`src/rtl/flux_stim_pkg.sv`:
```
// flux_stim_pkg: shared definitions for the synthetic flux-transition generator.
//   - stim_state_t : FSM state encoding (also exported on state_out)
//   - LFSR_MASK    : Galois feedback mask of the jitter LFSR
//   - JITTER_MAX   : largest jitter width honoured (wider requests saturate)
//   - FREQ_MIN/MAX : legal range of the latched NCO increment
package flux_stim_pkg;

  typedef enum logic [1:0] {
    ST_IDLE     = 2'd0,
    ST_PREAMBLE = 2'd1,
    ST_DATA     = 2'd2,
    ST_DRAIN    = 2'd3
  } stim_state_t;

  localparam logic [15:0] LFSR_MASK  = 16'hB400;
  localparam int unsigned JITTER_MAX = 4;
  localparam logic [31:0] FREQ_MIN   = 32'h0000_0001;
  localparam logic [31:0] FREQ_MAX   = 32'h7FFF_FFFF;

  // Keeps the increment non-zero and below half scale, so every cell has
  // exactly one accumulator midpoint crossing and one carry.
  function automatic logic [31:0] clamp_freq(input logic [31:0] f);
    if (f < FREQ_MIN) return FREQ_MIN;
    if (f > FREQ_MAX) return FREQ_MAX;
    return f;
  endfunction

  // Low-bit mask selecting k = min(sel, JITTER_MAX) LFSR bits.
  function automatic logic [3:0] jitter_mask(input logic [2:0] sel);
    if (32'(sel) >= JITTER_MAX) return 4'hF;
    return (4'h1 << sel) - 4'h1;
  endfunction

endpackage

```
`src/rtl/stim_lfsr16.sv`:
```
// stim_lfsr16: 16-bit Galois LFSR used as the jitter source.
//   clk   : system clock
//   reset : synchronous active-high, loads SEED
//   load  : reload SEED (start of a new stimulus run)
//   step  : advance one position
//   value : current LFSR contents
module stim_lfsr16
  import flux_stim_pkg::*;
#(
  parameter logic [15:0] SEED = 16'hACE1
) (
  input  logic        clk,
  input  logic        reset,
  input  logic        load,
  input  logic        step,
  output logic [15:0] value
);

  always_ff @(posedge clk) begin
    if (reset || load) begin
      value <= SEED;
    end else if (step) begin
      value <= {1'b0, value[15:1]} ^ (value[0] ? LFSR_MASK : '0);
    end
  end

endmodule

```
`src/rtl/flux_stim_gen.sv`:
```
// flux_stim_gen: synthetic MFM-style flux pulse generator for DPLL tests.
// A 32-bit NCO defines the bit cell (cell ends on accumulator carry); a pulse
// is triggered at the cell midpoint (acc[31] rising) for 1-cells, delayed by
// an LFSR-derived jitter of 0..2^k-1 clocks, and held high PULSE_W clocks.
// A preamble of alternating 1/0 cells precedes the repeated 16-bit pattern.
// Ports:
//   clk, reset      : clock, synchronous active-high reset
//   start, abort    : run request (IDLE only) / forced return to IDLE
//   freq_word       : NCO increment (clamped to 1..2^31-1 when latched)
//   pattern         : data pattern, MSB first, repeated
//   cell_count      : data cells after preamble, 0 = until abort
//   jitter_sel      : jitter width k (values above 4 act as 4)
//   flux_out        : flux pulse
//   cell_strobe     : one-cycle pulse per completed cell
//   busy, done      : run active / normal completion pulse
//   overrun         : sticky, a trigger was dropped
//   cells_sent, pulses_sent : saturating run counters
//   state_out       : FSM state
module flux_stim_gen
  import flux_stim_pkg::*;
#(
  parameter int unsigned PULSE_W        = 4,
  parameter int unsigned PREAMBLE_CELLS = 64,
  parameter logic [15:0] LFSR_SEED      = 16'hACE1
) (
  input  logic        clk,
  input  logic        reset,
  input  logic        start,
  input  logic        abort,
  input  logic [31:0] freq_word,
  input  logic [15:0] pattern,
  input  logic [15:0] cell_count,
  input  logic [2:0]  jitter_sel,
  output logic        flux_out,
  output logic        cell_strobe,
  output logic        busy,
  output logic        done,
  output logic        overrun,
  output logic [31:0] cells_sent,
  output logic [31:0] pulses_sent,
  output logic [1:0]  state_out
);

  localparam logic [3:0]  PW_LOAD  = 4'(PULSE_W - 1);
  localparam logic [15:0] PRE_LAST = 16'(PREAMBLE_CELLS - 1);

  stim_state_t state, state_nxt;

  logic [31:0] acc;
  logic [31:0] freq_l;
  logic        acc31_q;
  logic [15:0] pattern_l;
  logic [15:0] ccount_l;
  logic [2:0]  jsel_l;
  logic [15:0] pre_idx;
  logic [15:0] data_idx;
  logic        dly_active;
  logic [3:0]  dly_cnt;
  logic [3:0]  pw_cnt;
  logic [15:0] lfsr_val;
  logic        unused_lfsr_hi;

  logic        running;
  logic [32:0] sum;
  logic        carry;
  logic        cur_bit;
  logic        trig;
  logic        engine_busy;
  logic        accept;
  logic        drop;
  logic [3:0]  jit_delay;
  logic        pulse_rise;
  logic        start_acc;
  logic        abort_hit;
  logic        pre_last;
  logic        data_last;
  logic        done_nxt;

  stim_lfsr16 #(.SEED(LFSR_SEED)) u_lfsr (
    .clk   (clk),
    .reset (reset),
    .load  (start_acc),
    .step  (accept),
    .value (lfsr_val)
  );

  assign unused_lfsr_hi = ^lfsr_val[15:4];

  always_comb begin
    running     = (state == ST_PREAMBLE) || (state == ST_DATA);
    sum         = {1'b0, acc} + {1'b0, freq_l};
    carry       = running && sum[32];
    cur_bit     = (state == ST_PREAMBLE) ? ~pre_idx[0] : pattern_l[4'd15 - data_idx[3:0]];
    // Midpoint detected one cycle after acc[31] becomes set.
    trig        = running && acc[31] && !acc31_q && cur_bit;
    engine_busy = dly_active || flux_out;
    accept      = trig && !engine_busy;
    drop        = trig && engine_busy;
    jit_delay   = lfsr_val[3:0] & jitter_mask(jsel_l);
    pulse_rise  = (dly_active && (dly_cnt == 4'd1)) || (accept && (jit_delay == 4'd0));
    start_acc   = (state == ST_IDLE) && start && !abort;
    abort_hit   = (state != ST_IDLE) && abort;
    pre_last    = (pre_idx == PRE_LAST);
    data_last   = (ccount_l != 16'd0) && (data_idx == ccount_l - 16'd1);
  end

  always_comb begin
    state_nxt = state;
    done_nxt  = 1'b0;
    case (state)
      ST_IDLE:     if (start_acc) state_nxt = ST_PREAMBLE;
      ST_PREAMBLE: if (abort) state_nxt = ST_IDLE;
                   else if (carry && pre_last) state_nxt = ST_DATA;
      ST_DATA:     if (abort) state_nxt = ST_IDLE;
                   else if (carry && data_last) state_nxt = ST_DRAIN;
      ST_DRAIN:    if (abort) state_nxt = ST_IDLE;
                   else if (!engine_busy) begin
                     state_nxt = ST_IDLE;
                     done_nxt  = 1'b1;
                   end
      default:     state_nxt = ST_IDLE;
    endcase
  end

  always_ff @(posedge clk) begin
    if (reset) state <= ST_IDLE;
    else       state <= state_nxt;
  end

  always_ff @(posedge clk) begin
    if (reset) begin
      acc         <= '0;
      acc31_q     <= 1'b0;
      freq_l      <= '0;
      pattern_l   <= '0;
      ccount_l    <= '0;
      jsel_l      <= '0;
      pre_idx     <= '0;
      data_idx    <= '0;
      dly_active  <= 1'b0;
      dly_cnt     <= '0;
      pw_cnt      <= '0;
      flux_out    <= 1'b0;
      cell_strobe <= 1'b0;
      done        <= 1'b0;
      overrun     <= 1'b0;
      cells_sent  <= '0;
      pulses_sent <= '0;
    end else begin
      cell_strobe <= 1'b0;
      done        <= done_nxt;
      if (start_acc) begin
        freq_l      <= clamp_freq(freq_word);
        pattern_l   <= pattern;
        ccount_l    <= cell_count;
        jsel_l      <= jitter_sel;
        acc         <= '0;
        acc31_q     <= 1'b0;
        pre_idx     <= '0;
        data_idx    <= '0;
        dly_active  <= 1'b0;
        dly_cnt     <= '0;
        pw_cnt      <= '0;
        flux_out    <= 1'b0;
        overrun     <= 1'b0;
        cells_sent  <= '0;
        pulses_sent <= '0;
      end else if (abort_hit) begin
        flux_out   <= 1'b0;
        dly_active <= 1'b0;
        pw_cnt     <= '0;
      end else begin
        if (running) begin
          acc     <= sum[31:0];
          acc31_q <= acc[31];
          if (carry) begin
            cell_strobe <= 1'b1;
            if (cells_sent != '1) cells_sent <= cells_sent + 32'd1;
            if (state == ST_PREAMBLE) pre_idx  <= pre_idx + 16'd1;
            else                      data_idx <= data_idx + 16'd1;
          end
        end
        // accept only fires with the engine idle, so it never collides with
        // the countdown/width branches below.
        if (pulse_rise) begin
          flux_out   <= 1'b1;
          pw_cnt     <= PW_LOAD;
          dly_active <= 1'b0;
          if (pulses_sent != '1) pulses_sent <= pulses_sent + 32'd1;
        end else if (flux_out) begin
          if (pw_cnt == 4'd0) flux_out <= 1'b0;
          else                pw_cnt   <= pw_cnt - 4'd1;
        end else if (dly_active) begin
          dly_cnt <= dly_cnt - 4'd1;
        end
        if (accept && (jit_delay != 4'd0)) begin
          dly_active <= 1'b1;
          dly_cnt    <= jit_delay;
        end
        if (drop) overrun <= 1'b1;
      end
    end
  end

  assign busy      = (state != ST_IDLE);
  assign state_out = state;

endmodule

```
`config.mk`:
```
export PLATFORM = sky130hd
export DESIGN_NAME = flux_stim_gen
export DESIGN_NICKNAME = d
export VERILOG_FILES = /design/src/rtl/flux_stim_pkg.sv /design/src/rtl/stim_lfsr16.sv /design/src/rtl/flux_stim_gen.sv
export SDC_FILE = /design/constraint.sdc
export NUM_CORES = 1
export LEC_CHECK = 0
export BUFFER_PORTS_ARGS = -buffer_cell sky130_fd_sc_hd__buf_4
export CORE_ASPECT_RATIO = 0.8
export CORE_MARGIN = 5
export CORE_UTILIZATION = 66
export CTS_BUF_LIST = sky130_fd_sc_hd__clkbuf_8
export CTS_CLUSTER_DIAMETER = 30
export DETAILED_ROUTE_END_ITERATION = 8
export PLACE_DENSITY = 0.95
export SLEW_MARGIN = 30
export SYNTH_ARGS = -nofsm -noshare
export SYNTH_HDL_FRONTEND = slang
export SYNTH_SLANG_ARGS = --single-unit
```
`constraint.sdc`:
```
create_clock -name clk -period 6.2 [get_ports clk]
set_input_delay 1.55 -clock clk [delete_from_list [all_inputs] [get_ports clk]]
set_output_delay 1.55 -clock clk [all_outputs]
set_load 0.01 [all_outputs]
```
[Yosys cells after proc, flatten, opt, wreduce, memory -nomap -nowiden]
Cells that the tools add are included.
Word-level totals
  register bits after elaboration: 227
  input port bits: 71
  logic and storage cells: 144
Cells by class
  $add $sub $neg: 10
  $lt $le $gt $ge: 4
  equal/unequal tests: 15
  shift operators: 1
  muxes and demuxes: 40
  bitwise operators: 8
  reductions and logical operators: 46
Operators with widths (number)
  32-bit 2-to-1 mux: 4
  32-bit by 1-bit adder with 32-bit output, second input constant: 2
  32-bit inequality test, second input constant: 2
  32-bit by 32-bit adder with 33-bit output: 1
  16-bit by 1-bit adder with 16-bit output, second input constant: 2
  32-bit by 31-bit greater-than comparator with 1-bit output, second input constant: 1
  32-bit by 1-bit less-than comparator with 1-bit output, second input constant: 1
  4-bit 2-to-1 mux: 6
  2-bit 2-to-1 mux: 10
  4-bit AND reduction: 5
  1-bit 2-to-1 mux: 17
  16-bit equality test: 1
  16-bit by 6-bit equality test with 1-bit output, second input constant: 1
  16-bit 2-to-1 mux: 1
  16-bit nonzero test: 1
  16-bit by 1-bit subtractor with 16-bit output, second input constant: 1
  15-bit by 16-bit XOR with 16-bit output: 1
  1-bit logical AND: 15
  4-bit by 1-bit subtractor with 4-bit output, second input constant: 3
  4-bit zero test: 2
  2-bit one-hot mux with 4 select lines: 1
  2-bit AND reduction: 4
  2-bit nonzero test: 4
  4-bit OR reduction: 2
  21 further kinds: 36

[Depth between registers and ports, before layout]
  word-level depth: 10
  gate-level depth with buffers: 12
  gate-level depth less buffers: 10

[Modules after synthesis]
From an unflattened synthesis, not the netlist that was laid out.
Unflattened totals
  cell total of the unflattened synthesis: 1519
  area total of the unflattened synthesis: 12072.8 µm²
Modules (own cells, without submodules)
  flux_stim_gen: times used 1, cells an instance 1462, area each 11448.5 µm², seq. area each 4224.1 µm²
  stim_lfsr16: times used 1, cells an instance 57, area each 624.3 µm², seq. area each 320.3 µm²

[Least setup slack after synthesis]
No wires, ideal clock.
  path type: input to register
  from: input abort
  to: register cells_sent[0]
  setup time: 128 ps
  data arrival time: 3101 ps
  data required time: 6072 ps
  path slack: 2972 ps
  cell stages on the path: 8
  path buffers: 4
  path through: nand2b_1 > or2_2 > clkbuf_1 > nand2b_1 > clkbuf_1 > clkbuf_1 > clkbuf_1 > nor2_1
On the way
  longest elaborated chain between the ends: 3
  elaborated cells between the ends (all ways): 6
  classes of those cells: 1 x bitwise; 5 x reduce/logical
RTL lines
  start, declared: line flux_stim_gen.sv:29  | input logic abort,
  1-bit logical AND / 1-bit zero test (equally long branches): line flux_stim_gen.sv:102, flux_stim_gen.sv:101
  1-bit NOT (no line) / 1-bit logical AND (equally long branches)
  4-bit AND reduction (no line) / 2-bit OR reduction (equally long branches)
  end signal, assigned: line flux_stim_gen.sv:178  | if (cells_sent != '1) cells_sent <= cells_sent + 32'd1;
  end, declared: line flux_stim_gen.sv:39  | output logic [31:0] cells_sent,
Parallel ways exist; a longest one is shown, timed or not.
A chain may end at the register's enable or synchronous reset.

[Worst setup path after layout]
  from: register data_idx[0]
  to: register pulses_sent[26]
On the way
  longest elaborated chain between the ends: 9
RTL lines
  start, declared: line flux_stim_gen.sv:56  | logic [15:0] data_idx;
  start signal, assigned: line flux_stim_gen.sv:180  | else data_idx <= data_idx + 16'd1;
  4-bit subtractor: line flux_stim_gen.sv:93  | cur_bit = (state == ST_PREAMBLE) ? ~pre_idx[0] : pattern_l[4'd15 - data_idx[3:0]];
  1-bit binary-select mux with 4-bit select: line flux_stim_gen.sv:93
  1-bit 2-to-1 mux (not written as such): line flux_stim_gen.sv:93
  1-bit 2-to-1 mux: line flux_stim_gen.sv:93
  1-bit logical AND: line flux_stim_gen.sv:95  | trig = running && acc[31] && !acc31_q && cur_bit;
  1-bit logical AND: line flux_stim_gen.sv:97  | accept = trig && !engine_busy;
  1-bit logical AND: line flux_stim_gen.sv:100  | pulse_rise = (dly_active && (dly_cnt == 4'd1)) || (accept && (jit_delay == 4'd0));
  1-bit logical OR: line flux_stim_gen.sv:100
  3-bit AND reduction (no line)
  end signal, assigned: line flux_stim_gen.sv:189  | if (pulses_sent != '1) pulses_sent <= pulses_sent + 32'd1;
  end, declared: line flux_stim_gen.sv:40  | output logic [31:0] pulses_sent,
No other way between the ends. The select of a mux whose other input is x is not followed.

==> impl_metrics.json <==
{
  "rrSetupSlack_ns": 2.16,
  "cp-start-kind": "flip-flop",
  "rsz0062_at_grt": "false",
  "viasPerCell": 6.36,
  "async_flop_share": 0,
  "dp_hpwl_mm": 22.7,
  "dr.pass1.iters": 6,
  "core-area_mm2": 0.0181,
  "p_per_area_mw_per_mm2": 240,
  "clk_pin_slew_ns": 0.07,
  "grt-busiest-layer": "met2",
  "cp_top_family": "compound AO/OA/AOI/OAI gates",
  "postRouteAntennaNets": 0,
  "peakVddDrop_mv": 0.205,
  "postSynthAreaPerCell_um2": 8.04,
  "setup_tns_ns": 0,
  "netlist_instances": 1513,
  "p_leak_uw": 0.00573,
  "insertedDiodeCount": 0,
  "synth_commonest_cells": "dfxtp_1, nand2_1, nor2_1, a21oi_1, xnor2_1",
  "synth_area_leader_cell": "dfxtp_1",
  "numCtsBuffers": 41,
  "die_x_um": 162,
  "fin_ws_ns": 2.16,
  "wl_per_cell_um": 18.0,
  "die-height_um": 131,
  "ys.warnings.count": 0,
  "port_buffers": 141,
  "drv_slew": 0,
  "grt_pass1_wl_mm": 55.3,
  "wl_mm": 33.9,
  "grtUsageTotal": 0.305,
  "use_met3": 0.0604,
  "syn2layout_area_growth_pct": 16.5,
  "cts_root_buf": "clkbuf_8",
  "ctsResizeCount": 0,
  "setup_viol": 0,
  "syn_nets": 1632,
  "yosysUniqueCellTypes": 74,
  "period_share": 0.652,
  "antenna_found_initial": 0,
  "cts_tree": "built",
  "cts_max_level": 2,
  "post_cts_buffers": 0,
  "worstMarginPinSlew_ns": 0.982,
  "cts_hold_buf": 0,
  "min_period_ns": 4.04,
  "cp.arrival_ns": 4.49,
  "start_util": 0.672,
  "crit_buf_inv": 1,
  "critPathKind": "reg -> reg",
  "yosysMostFrequentCell": "dfxtp_1",
  "clk_latency_ns": 0.54,
  "die_area_mm2": 0.0213,
  "cts.sinks": 227,
  "slowest_stage": "dfxtp_1",
  "slew-limit-headroom": 0.344,
  "fin_nets": 1747,
  "synth_top_cell_area_share": 0.373,
  "routabilityCongestion": 0.907,
  "synth_edf_count": 0,
  "drc_errors": 0,
  "drive_gt1_frac": 0.152,
  "power_uw": 3410,
  "clock_skew_ns": 0.0263,
  "first_global_vias": 11362,
  "min_path_type": "reg -> reg",
  "max_cap_viol_count": 0,
  "cp_max_fo": 24,
  "synth_seq_area_share": 0.373,
  "critPathMaxStageDelay_ns": 0.74,
  "drtIter0Drc": 1229,
  "max_freq_ghz": 0.247,
  "synthTopCellsByArea": "dfxtp_1, nand2_1, xnor2_1, nor2_1, ha_1",
  "synth_flop_cell": "dfxtp_1",
  "status": "finished clean",
  "fin_util": 0.783,
  "rows": 44,
  "grtUsageMet2": 0.492,
  "end_kind": "flip-flop",
  "synth-seq-cells": 227,
  "dpl_worst_slack_ns": 2.08,
  "vias": 11997,
  "clock_path_buffers": 3,
  "synthesis.area_mm2": 0.0122,
  "met1_usage": 0.402,
  "grt_max_degree": 77,
  "path_cells": "mux4_2, mux2_2, a2111oi_2, a211o_1, buf_4, o2bb2a_4, or3_1, o21ai_0, a21oi_1",
  "crit_required_ns": 6.65,
  "io_pins": 142,
  "hold_viol_final": 0,
  "grt_overflow": 0
}
==> layout make-up <==
cell class / instances / area [um^2]
Clock inverter: 24 / 220
Clock buffer: 47 / 647
Sequential cell: 227 / 4540
Inverter: 35 / 131
Fill cell: 1139 / 3930
Timing Repair Buffer: 151 / 1130
Multi-Input combinational cell: 1172 / 7220
Tap cell: 230 / 288
==> power by group <==
part	internal (uW)	switching (uW)
Combinational	139	237
Clock	863	638
Sequential	1500	31.9
Total	2500	908
==> path summary, 6_finish.rpt <==
check             cells past startpoint                      endpoint                 startpoint
setup reg to reg                      9  pulses_sent[26]$_SDFFE_PP0P_   data_idx[0]$_SDFFE_PP0P_
hold / removal                        2     pattern_l[2]$_SDFFE_PP0P_  pattern_l[2]$_SDFFE_PP0P_
hold reg to reg                       2     pattern_l[2]$_SDFFE_PP0P_  pattern_l[2]$_SDFFE_PP0P_
setup / recovery                      9  pulses_sent[26]$_SDFFE_PP0P_   data_idx[0]$_SDFFE_PP0P_
==> per-stage QoR <==
step / instance area (um^2) / cells / hold slack [ns]
finish: 14200 / 1886 / 0.458
global route: 14200 / 1886 / 0.472
global placement: 13300 / 1815 / 0.439
floorplan: 12200 / 1513 / 0.429
detailed placement: 13300 / 1815 / 0.447
CTS: 14200 / 1886 / 0.455
==> cells in the final DEF, fill, tap and decap left out, types with 8 or more instances in the layout <==
cell type and n:
and3_1 33, and4_1 8, a211oi_1 15, nor2_1 169, or3_1 9, nand2_1 215
nand4_1 19, o211ai_1 9, xnor2_1 90, inv_1 44, a21o_1 21, nor3_1 37
nand3_1 66, a31oi_1 14, mux2i_1 30, o21bai_1 8, nand2b_1 12, nor4_1 51
or2_2 8, buf_4 151, clkbuf_8 47, ha_1 47, a21oi_1 97, xor2_1 25
o21ai_0 67, and2_1 15, o21a_1 8, dfxtp_1 227
==> worst min-delay path, stage by stage (launching register included) <==
cell	delay, ns
dfxtp_1	0.31
nand2_1	0.05
a21oi_1	0.05
==> registers in the layout, indices dropped and copies added (netlist names) <==
name,count
acc,32
acc31_q,1
ccount_l,16
cell_strobe,1
cells_sent,32
data_idx,16
dly_active,1
dly_cnt,4
done,1
flux_out,1
freq_l,32
jsel_l,3
overrun,1
pattern_l,16
pre_idx,16
pulses_sent,32
pw_cnt,4
state_out,2
u_lfsr.value,16
==> layer usage <==
metal	vias to the layer above	wire [um]
met1	5539	14000
met3	145	3090
met2	722	15700
met5	-	0
li1	5591	-
met4	0	1230
==> cell families after synthesis <==
group | after synthesis | share of synthesized area
AOI/OAI and AO/OA | 294 | 0.154
xor gates and xnor gates | 115 | 0.0828
adders and majority gates | 48 | 0.0500
buffers and inverters | 114 | 0.0376
DFF | 227 | 0.373
muxes | 36 | 0.0330
and+or+nand+nor | 679 | 0.269
(Power assumes the default switching activity.)
